<file path="src/rtl/led_pattern_gen.sv">
// led_pattern_gen
//   Generates a 16-bit LED pattern for the serial LED driver. At a programmable
//   step rate, the pattern holds, rotates left, rotates right, or bounces a
//   pattern between the two ends (ping-pong).
//
//   Ports
//     clk        system clock; all state changes on the rising edge
//     rst        asynchronous, active-high reset
//     mode[1:0]  00 HOLD, 01 ROTL, 10 ROTR, 11 PINGPONG
//     speed[1:0] step period = PRE_DIV << speed clock cycles
//     pause      while high, the prescaler and the pattern are frozen
//     sw_load    level input; its rising edge loads sw into the pattern
//     sw[15:0]   load value; bit 15 is the leftmost LED
//     HEXS[15:0] current pattern (registered)
//     step_tick  one-cycle pulse in the cycle in which a step result is visible
//     dir        ping-pong direction, 0 = toward bit 15, 1 = toward bit 0
//
//   Control interface: there is no valid/ready handshake. Every input is a
//   level that is sampled on each rising clock edge. sw_load is edge-detected
//   against its previous sampled value. Priority, highest first: reset,
//   sw_load rising edge, mode change, step.

module led_pattern_gen #(
   parameter int PRE_DIV = 1048576
) (
   input  logic        clk,
   input  logic        rst,
   input  logic [1:0]  mode,
   input  logic [1:0]  speed,
   input  logic        pause,
   input  logic        sw_load,
   input  logic [15:0] sw,
   output logic [15:0] HEXS,
   output logic        step_tick,
   output logic        dir
);

   // The counter must reach (PRE_DIV << 3) - 1, which is the slowest limit.
   localparam int CNT_W = $clog2(PRE_DIV << 3);

   localparam logic [CNT_W-1:0] LIM_S0 = CNT_W'((PRE_DIV << 0) - 1);
   localparam logic [CNT_W-1:0] LIM_S1 = CNT_W'((PRE_DIV << 1) - 1);
   localparam logic [CNT_W-1:0] LIM_S2 = CNT_W'((PRE_DIV << 2) - 1);
   localparam logic [CNT_W-1:0] LIM_S3 = CNT_W'((PRE_DIV << 3) - 1);

   localparam logic [1:0] MODE_HOLD = 2'b00;
   localparam logic [1:0] MODE_ROTL = 2'b01;
   localparam logic [1:0] MODE_ROTR = 2'b10;
   localparam logic [1:0] MODE_PING = 2'b11;

   // Ping-pong direction state. The dir output exposes it directly.
   typedef enum logic {
      PP_LEFT  = 1'b0,
      PP_RIGHT = 1'b1
   } pp_state_t;

   logic [CNT_W-1:0] cnt_q,  cnt_d;
   logic [15:0]      hexs_q, hexs_d;
   pp_state_t        state_q, state_d;
   logic             tick_q, tick_d;
   logic [1:0]       mode_q;
   logic             sw_load_q;

   logic [CNT_W-1:0] limit;
   logic             load_edge;
   logic             mode_chg;

   assign load_edge = sw_load & ~sw_load_q;
   assign mode_chg  = (mode != mode_q);

   always_comb begin
      limit = LIM_S0;
      case (speed)
         2'd0:    limit = LIM_S0;
         2'd1:    limit = LIM_S1;
         2'd2:    limit = LIM_S2;
         default: limit = LIM_S3;
      endcase
   end

   always_comb begin
      cnt_d   = cnt_q;
      hexs_d  = hexs_q;
      state_d = state_q;
      tick_d  = 1'b0;

      if (load_edge) begin
         // The load takes priority, but it still honours the direction
         // reset that a simultaneous mode change implies.
         hexs_d = sw;
         cnt_d  = '0;
         if (mode_chg) begin
            state_d = PP_LEFT;
         end
      end else if (mode_chg) begin
         cnt_d   = '0;
         state_d = PP_LEFT;
         if (mode == MODE_PING) begin
            hexs_d = 16'h0001;
         end
      end else if (!pause) begin
         if (cnt_q > limit) begin
            // The speed was lowered below the current count: restart the
            // period without stepping.
            cnt_d = '0;
         end else if (cnt_q == limit) begin
            cnt_d  = '0;
            tick_d = 1'b1;
            case (mode)
               MODE_HOLD: hexs_d = hexs_q;
               MODE_ROTL: hexs_d = {hexs_q[14:0], hexs_q[15]};
               MODE_ROTR: hexs_d = {hexs_q[0], hexs_q[15:1]};
               MODE_PING: begin
                  if (hexs_q == 16'h0000) begin
                     // An empty pattern would never bounce, so reseed it.
                     hexs_d  = 16'h0001;
                     state_d = PP_LEFT;
                  end else if (state_q == PP_LEFT) begin
                     if (hexs_q[15]) begin
                        state_d = PP_RIGHT;
                        hexs_d  = {1'b0, hexs_q[15:1]};
                     end else begin
                        hexs_d  = {hexs_q[14:0], 1'b0};
                     end
                  end else begin
                     if (hexs_q[0]) begin
                        state_d = PP_LEFT;
                        hexs_d  = {hexs_q[14:0], 1'b0};
                     end else begin
                        hexs_d  = {1'b0, hexs_q[15:1]};
                     end
                  end
               end
               default: hexs_d = hexs_q;
            endcase
         end else begin
            cnt_d = cnt_q + CNT_W'(1);
         end
      end
   end

   // sw_load_q resets to 1 so that sw_load held high through reset release
   // is not seen as a rising edge.
   always_ff @(posedge clk or posedge rst) begin
      if (rst) begin
         cnt_q     <= '0;
         hexs_q    <= 16'h0001;
         state_q   <= PP_LEFT;
         tick_q    <= 1'b0;
         mode_q    <= MODE_HOLD;
         sw_load_q <= 1'b1;
      end else begin
         cnt_q     <= cnt_d;
         hexs_q    <= hexs_d;
         state_q   <= state_d;
         tick_q    <= tick_d;
         mode_q    <= mode;
         sw_load_q <= sw_load;
      end
   end

   assign HEXS      = hexs_q;
   assign step_tick = tick_q;
   assign dir       = (state_q == PP_RIGHT);

endmodule

</file>
<file path="config.mk">
export PLATFORM = sky130hd
export DESIGN_NAME = led_pattern_gen
export DESIGN_NICKNAME = d
export VERILOG_FILES = /design/src/rtl/led_pattern_gen.sv
export SDC_FILE = /design/constraint.sdc
export NUM_CORES = 1
export LEC_CHECK = 0
export BUFFER_PORTS_ARGS = -buffer_cell sky130_fd_sc_hd__buf_2
export CAP_MARGIN = 15
export CORE_ASPECT_RATIO = 0.5
export CORE_UTILIZATION = 62
export CTS_CLUSTER_DIAMETER = 40
export DETAILED_ROUTE_END_ITERATION = 8
export GPL_ROUTABILITY_DRIVEN = 0
export MAX_ROUTING_LAYER = met4
export PLACE_DENSITY = 0.9
export SYNTH_ARGS = -nofsm -noshare
export SYNTH_HDL_FRONTEND = slang
export SYNTH_SLANG_ARGS = --single-unit
</file>
<file path="constraint.sdc">
create_clock -name clk -period 5.55 [get_ports clk]
set_clock_uncertainty 0.2 [all_clocks]
set_input_delay 1.3875 -clock clk [delete_from_list [all_inputs] [get_ports clk]]
set_output_delay 1.3875 -clock clk [all_outputs]
set_load 0.02 [all_outputs]
</file>
======== Word-level counts from Yosys, hierarchy flattened ========
Index checks and enable logic that the tools add are counted.
word-level totals
  bits in registers ....................... 44
  input bits .............................. 24
  output and inout port bits .............. 18
  word-level logic and storage cells ...... 65
operators by class
  add/sub/neg operators ................... 1
  $lt $le $gt $ge ......................... 1
  equality and inequality tests ........... 14
  mux-type cells .......................... 33
  bitwise operators ....................... 2
  reductions and logical operators ........ 8
operators with widths
  cell                     number
  $mux W16                 10
  $mux W23                 5
  $pmux W23 S3             1
  $pmux W16 S3             1
  $add A23 B1 Y23 const B  1
  $eq A23 B23 Y1           1
  $gt A23 B23 Y1           1
  $logic_not A16 Y1        1
  $mux W1                  16
  $reduce_and A5 Y1        2
  $eq A2 B2 Y1 const B     3
  $ne A3 B3 Y1 const B     2
  $eq A2 B1 Y1 const B     2
  $logic_not A2 Y1         2
  $ne A2 B1 Y1 const B     2
  $reduce_bool A2 Y1       2
  $ne A3 B1 Y1 const B     1
  $ne A3 B2 Y1 const B     1
  $reduce_bool A3 Y1       1
  $ne A2 B2 Y1             1
  $ne A2 B2 Y1 const B     1
  $and A1 B1 Y1            1
  $not A1 Y1               1

======== Depth between registers and ports, before layout ========
  depth in word-level cells ............... 9
  mapped depth ............................ 8
  depth with buffers taken out ............ 7

======== Worst setup path after synthesis ========
Ideal clock, no wire load.
  path kind ............................... input port to flip-flop
  start point ............................. input port speed[1]
  end point ............................... register cnt_q[10]
  library setup time ...................... 94 ps
  arrival time ............................ 2883 ps
  required time ........................... 5256 ps
  setup slack ............................. 2373 ps
  stages .................................. 7
  buffers on the path ..................... 1
  path through ............................ inv_1 -> ha_1 -> a21o_1 -> a21oi_1 -> o21ai_2 -> buf_2 -> a211oi_1
between the ends
  cells in the longest elaborated chain, start to end .. 8
  elaborated cells on any way between the ends .. 11
  those cells by class .................... order compare (1); eq/ne (3); mux (6); reduce/logical (1)
ends and longest elaborated chain
  element                                                 line  text
  start, declared                                         29    input logic [1:0] speed,
  $eq A2 B2 Y1, or another cell as far along              73    case (speed)
  $pmux W23 S3 (*)                                        73
  branches (longest 2 deep; another with $gt A23 B23 Y1)  n/a
  $mux W23 (*)                                            102   if (cnt_q > limit) begin
  $mux W23 (*)                                            101   end else if (!pause) begin
  $mux W23 (*)                                            95    end else if (mode_chg) begin
  $mux W23 (*)                                            87    if (load_edge) begin
  end signal, assigned                                    153   cnt_q <= cnt_d;
  end, declared                                           57    logic [CNT_W-1:0] cnt_q, cnt_d;
Every way passes the cells marked *. The select of a mux whose other input is x is not followed.
A chain may end at the register's enable or synchronous reset.

======== Worst setup path in the final report ========
  start point ............................. input port speed[0]
  end point ............................... register hexs_q[9], in the netlist HEXS[9]
between the ends
  cells in the longest elaborated chain, start to end .. 5
  elaborated cells on any way between the ends .. 9
  those cells by class .................... order compare (1); eq/ne (4); mux (1); reduce/logical (3)
ends and longest elaborated chain
  element                                                              line      text
  $eq A2 B2 Y1, or another cell as far along                           73
  $pmux W23 S3 (*)                                                     73
  $gt A23 B23 Y1 or $eq A23 B23 Y1 (tied branches)                     102, 106
  $ne A3 B3 Y1 (no source line) or $reduce_bool A3 Y1 (tied branches)  n/a
  $reduce_and A5 Y1 (no source line) (*)                               n/a
  end signal, assigned                                                 154       hexs_q <= hexs_d;
  end, declared                                                        58        logic [15:0] hexs_q, hexs_d;
Mark *: on every way between the ends. The rest lies on a longest branch, timed or not.

==> flow_summary.json <==
{
  "max_slew.worst_pin.slew_ns": 1.05,
  "io_buffers": 41,
  "core_sq_mm": 0.00412,
  "yosysTopAreaCell": "dfrtp_1",
  "first_pass_iters": 4,
  "fin_crit_sh": 0.654,
  "drive_gt1_frac": 0.222,
  "antenna_left": 0,
  "maxSlewViolCount": 0,
  "setup_viol": 0,
  "cp.required_ns": 5.54,
  "arrival_ns": 3.62,
  "holdBufCountCts": 0,
  "ir_drop_uv": 139,
  "synth_area_sq_mm": 0.00282,
  "hold_class": "reg -> reg",
  "start_util": 0.685,
  "start_kind": "input pin",
  "nets": 356,
  "pin_count": 42,
  "end_kind": "register",
  "cts.reportedPaths.clkPinSlew_ns": 0.09,
  "post_cts_buffers": 0,
  "num_rows": 16,
  "clock_sinks": 44,
  "hold_slack_ns": 0.341,
  "area_growth_pct": 11.3,
  "cpMaxStageDelayCell": "a21oi_2",
  "insertion_delay_ns": 0.30,
  "viasPerCell": 6.53,
  "fp.dieArea_sq_mm": 0.00484,
  "wl_mm": 6.58,
  "grt_pass1_vias": 2416,
  "cts_tree": "yes",
  "grt_first_pass_wirelength_mm": 11.3,
  "status": "finished, final reports clean",
  "vias": 2500,
  "power_density_mw_per_mm2": 245,
  "fill_cells": 254,
  "synth_top_area_share": 0.372,
  "tns_ns": 0,
  "htreeDepth": 2,
  "cpPeakStageDelay_ns": 0.84,
  "cp_max_fo": 16,
  "synth_edf_count": 0,
  "clock-root-buffer": "clkbuf_8",
  "clk_path_buf_depth": 2,
  "rsz0062_at_grt": "false",
  "drcViolationCount": 0,
  "worstPathCellList": "buf_2 -> nor2_1 -> ha_1 -> nand4_1 -> nor3_4 -> a21oi_2 -> mux2_2",
  "synthArstFlopShare": 1.00,
  "fp.dieH_um": 49.7,
  "grt_overflow": 0,
  "max-cap-violations": 0,
  "syn_avg_cell_area_sq_um": 9.54,
  "yosys_register_bits": 44,
  "synth_cell_types": 53,
  "max_slew_margin": 0.300,
  "yosysWarnings": 0,
  "cp_num_buf_inv": 1,
  "synth.area.top_cells": "dfrtp_1 37%, mux2i_1 5.0%, a211oi_1 4.8%, xor2_1 4.3%, mux2_4 4.3%",
  "cts_resized": 0,
  "hold_viol_final": 0,
  "synth_nets": 324,
  "synthFlopType": "dfrtp_1",
  "grt_usage": 0.306,
  "ys_seq_area_frac": 0.391,
  "timing.fmax_ghz": 0.275,
  "grt_max_degree": 29,
  "drtIter0Drc": 136,
  "critPathKind": "in -> reg",
  "syn-instance-count": 296,
  "period_needed_ns": 3.63,
  "post_drt_wl_per_cell_um": 17.2,
  "antenna_found_initial": 0,
  "p_leak_nw": 1.38,
  "numCtsBuffers": 5,
  "critPathTopFamily": "compound AO/OA/AOI/OAI gates",
  "dpl.hpwl_mm": 4.40,
  "die_w_um": 97.4,
  "diodes": 0
}
placed cells by master (no fill, tap or decap), types with 4 or more instances in the layout:
cell type  count
dfrtp_1       42
buf_2         41
nand2_1       30
a211oi_1      18
nand4_1       17
xor2_1        14
mux2i_1       14
o21ai_0       14
nor2_1         8
nand3_1        8
inv_1          8
mux2_4         8
a21oi_1        7
nor4_1         6
xnor2_1        6
nor2b_1        6
a31oi_1        5
and3_1         5
mux2_2         5
clkbuf_8       5
and2_1         4
o2111ai_1      4
o21ai_1        4
ha_1           4
metrics by stage:
step           utilization  total power [W]  instances  worst slack, ns  area (sq um)
3_5_place_dp         0.734         0.000528        374             1.59          3030
5_1_grt              0.762         0.000806        383             1.75          3140
2_1_floorplan            -         0.000479        296             2.37          2820
3_3_place_gp         0.734         0.000520        374             1.71          3030
4_1_cts              0.760         0.000768        382             1.91          3130
6_report             0.762         0.000770        383             1.92          3140
flip-flops by register name, indices dropped and copies added (netlist names):
signal / flops
dir: 1
step_tick: 1
cnt_q: 23
sw_load_q: 1
mode_q: 2
HEXS: 16
worst reg2reg max path, delay by kind of cell (launching register included):
family | cells | cell delay, ns
AOI/OAI and AO/OA | 3 | 1.14
adders and majority gates | 1 | 0.42
DFF | 1 | 0.43
and+or+nand+nor | 2 | 0.78
cell usage after synthesis (all sizes together), types with 2 or more instances:
library cell and number:
nand2 30, a21oi 8, o2111ai 4, nor3b 2
dfstp 2, o21ai 19, a31oi 5, xor2 14
mux2i 14, o211ai 3, a22o 2, nand3b 2
and2 4, a41oi 2, nand2b 3, nor2 8
and4 3, nor4 6, inv 8, nand4 18
xnor2 6, dfrtp 42, a211oi 18, o31ai 2
ha 4, nor2b 6, nor3 3, nand3 9
buf 4, clkbuf 15, and3 5, mux2 14
per-layer routing:
metal | track usage | vias up | share of wire
li1 | - | 1167 | -
met2 | 0.520 | 96 | 0.50
met3 | 0.0624 | 13 | 0.063
met1 | 0.375 | 1224 | 0.43
met5 | - | - | 0
met4 | 0.0931 | 0 | 0.011
logic make-up (layout without fill, tap and decap cells):
kind of cell	after synthesis	count (layout)	share of synthesized area
AND/OR/NAND/NOR	102	102	0.202
adder cells (fa/ha/maj)	4	4	0.0177
AO/OA/AOI/OAI	71	71	0.171
XOR/XNOR	20	20	0.0620
buffers and inverters	27	60	0.0408
multiplexers	28	28	0.116
flip-flops	44	44	0.391
path summary, 6_finish.rpt:
path / startpoint / end / slack [ns] / cells after the start
worst max-delay path: speed[0] / HEXS[9] / 1.92 / 7
max in group asynchronous: rst / HEXS[0] / 3.33 / 3
worst min register to register: HEXS[0] / HEXS[0] / 0.34 / 2
worst max register to register: cnt_q[0] / cnt_q[21] / 2.41 / 6
worst min-delay path: HEXS[0] / HEXS[0] / 0.34 / 2
min in group asynchronous: rst / dir / 0.96 / 2
final cells by class:
class	count	area, sq um	area share
Multi-Input combinational cell	225	1610	0.511
Sequential cell	44	1100	0.351
Timing Repair Buffer	44	228	0.0725
Clock buffer	6	72.6	0.0231
Tap cell	54	67.6	0.0215
Clock inverter	2	35.0	0.0112
Inverter	8	30.0	0.00956
power by group:
part / switching [W] / total [W] / internal [W]
Clock: 0.000113 / 0.000247 / 0.000134
Combinational: 0.0000897 / 0.000155 / 0.0000655
Sequential: 0.0000285 / 0.000368 / 0.000339
No activity file was read; power rests on OpenSTA's default activity.
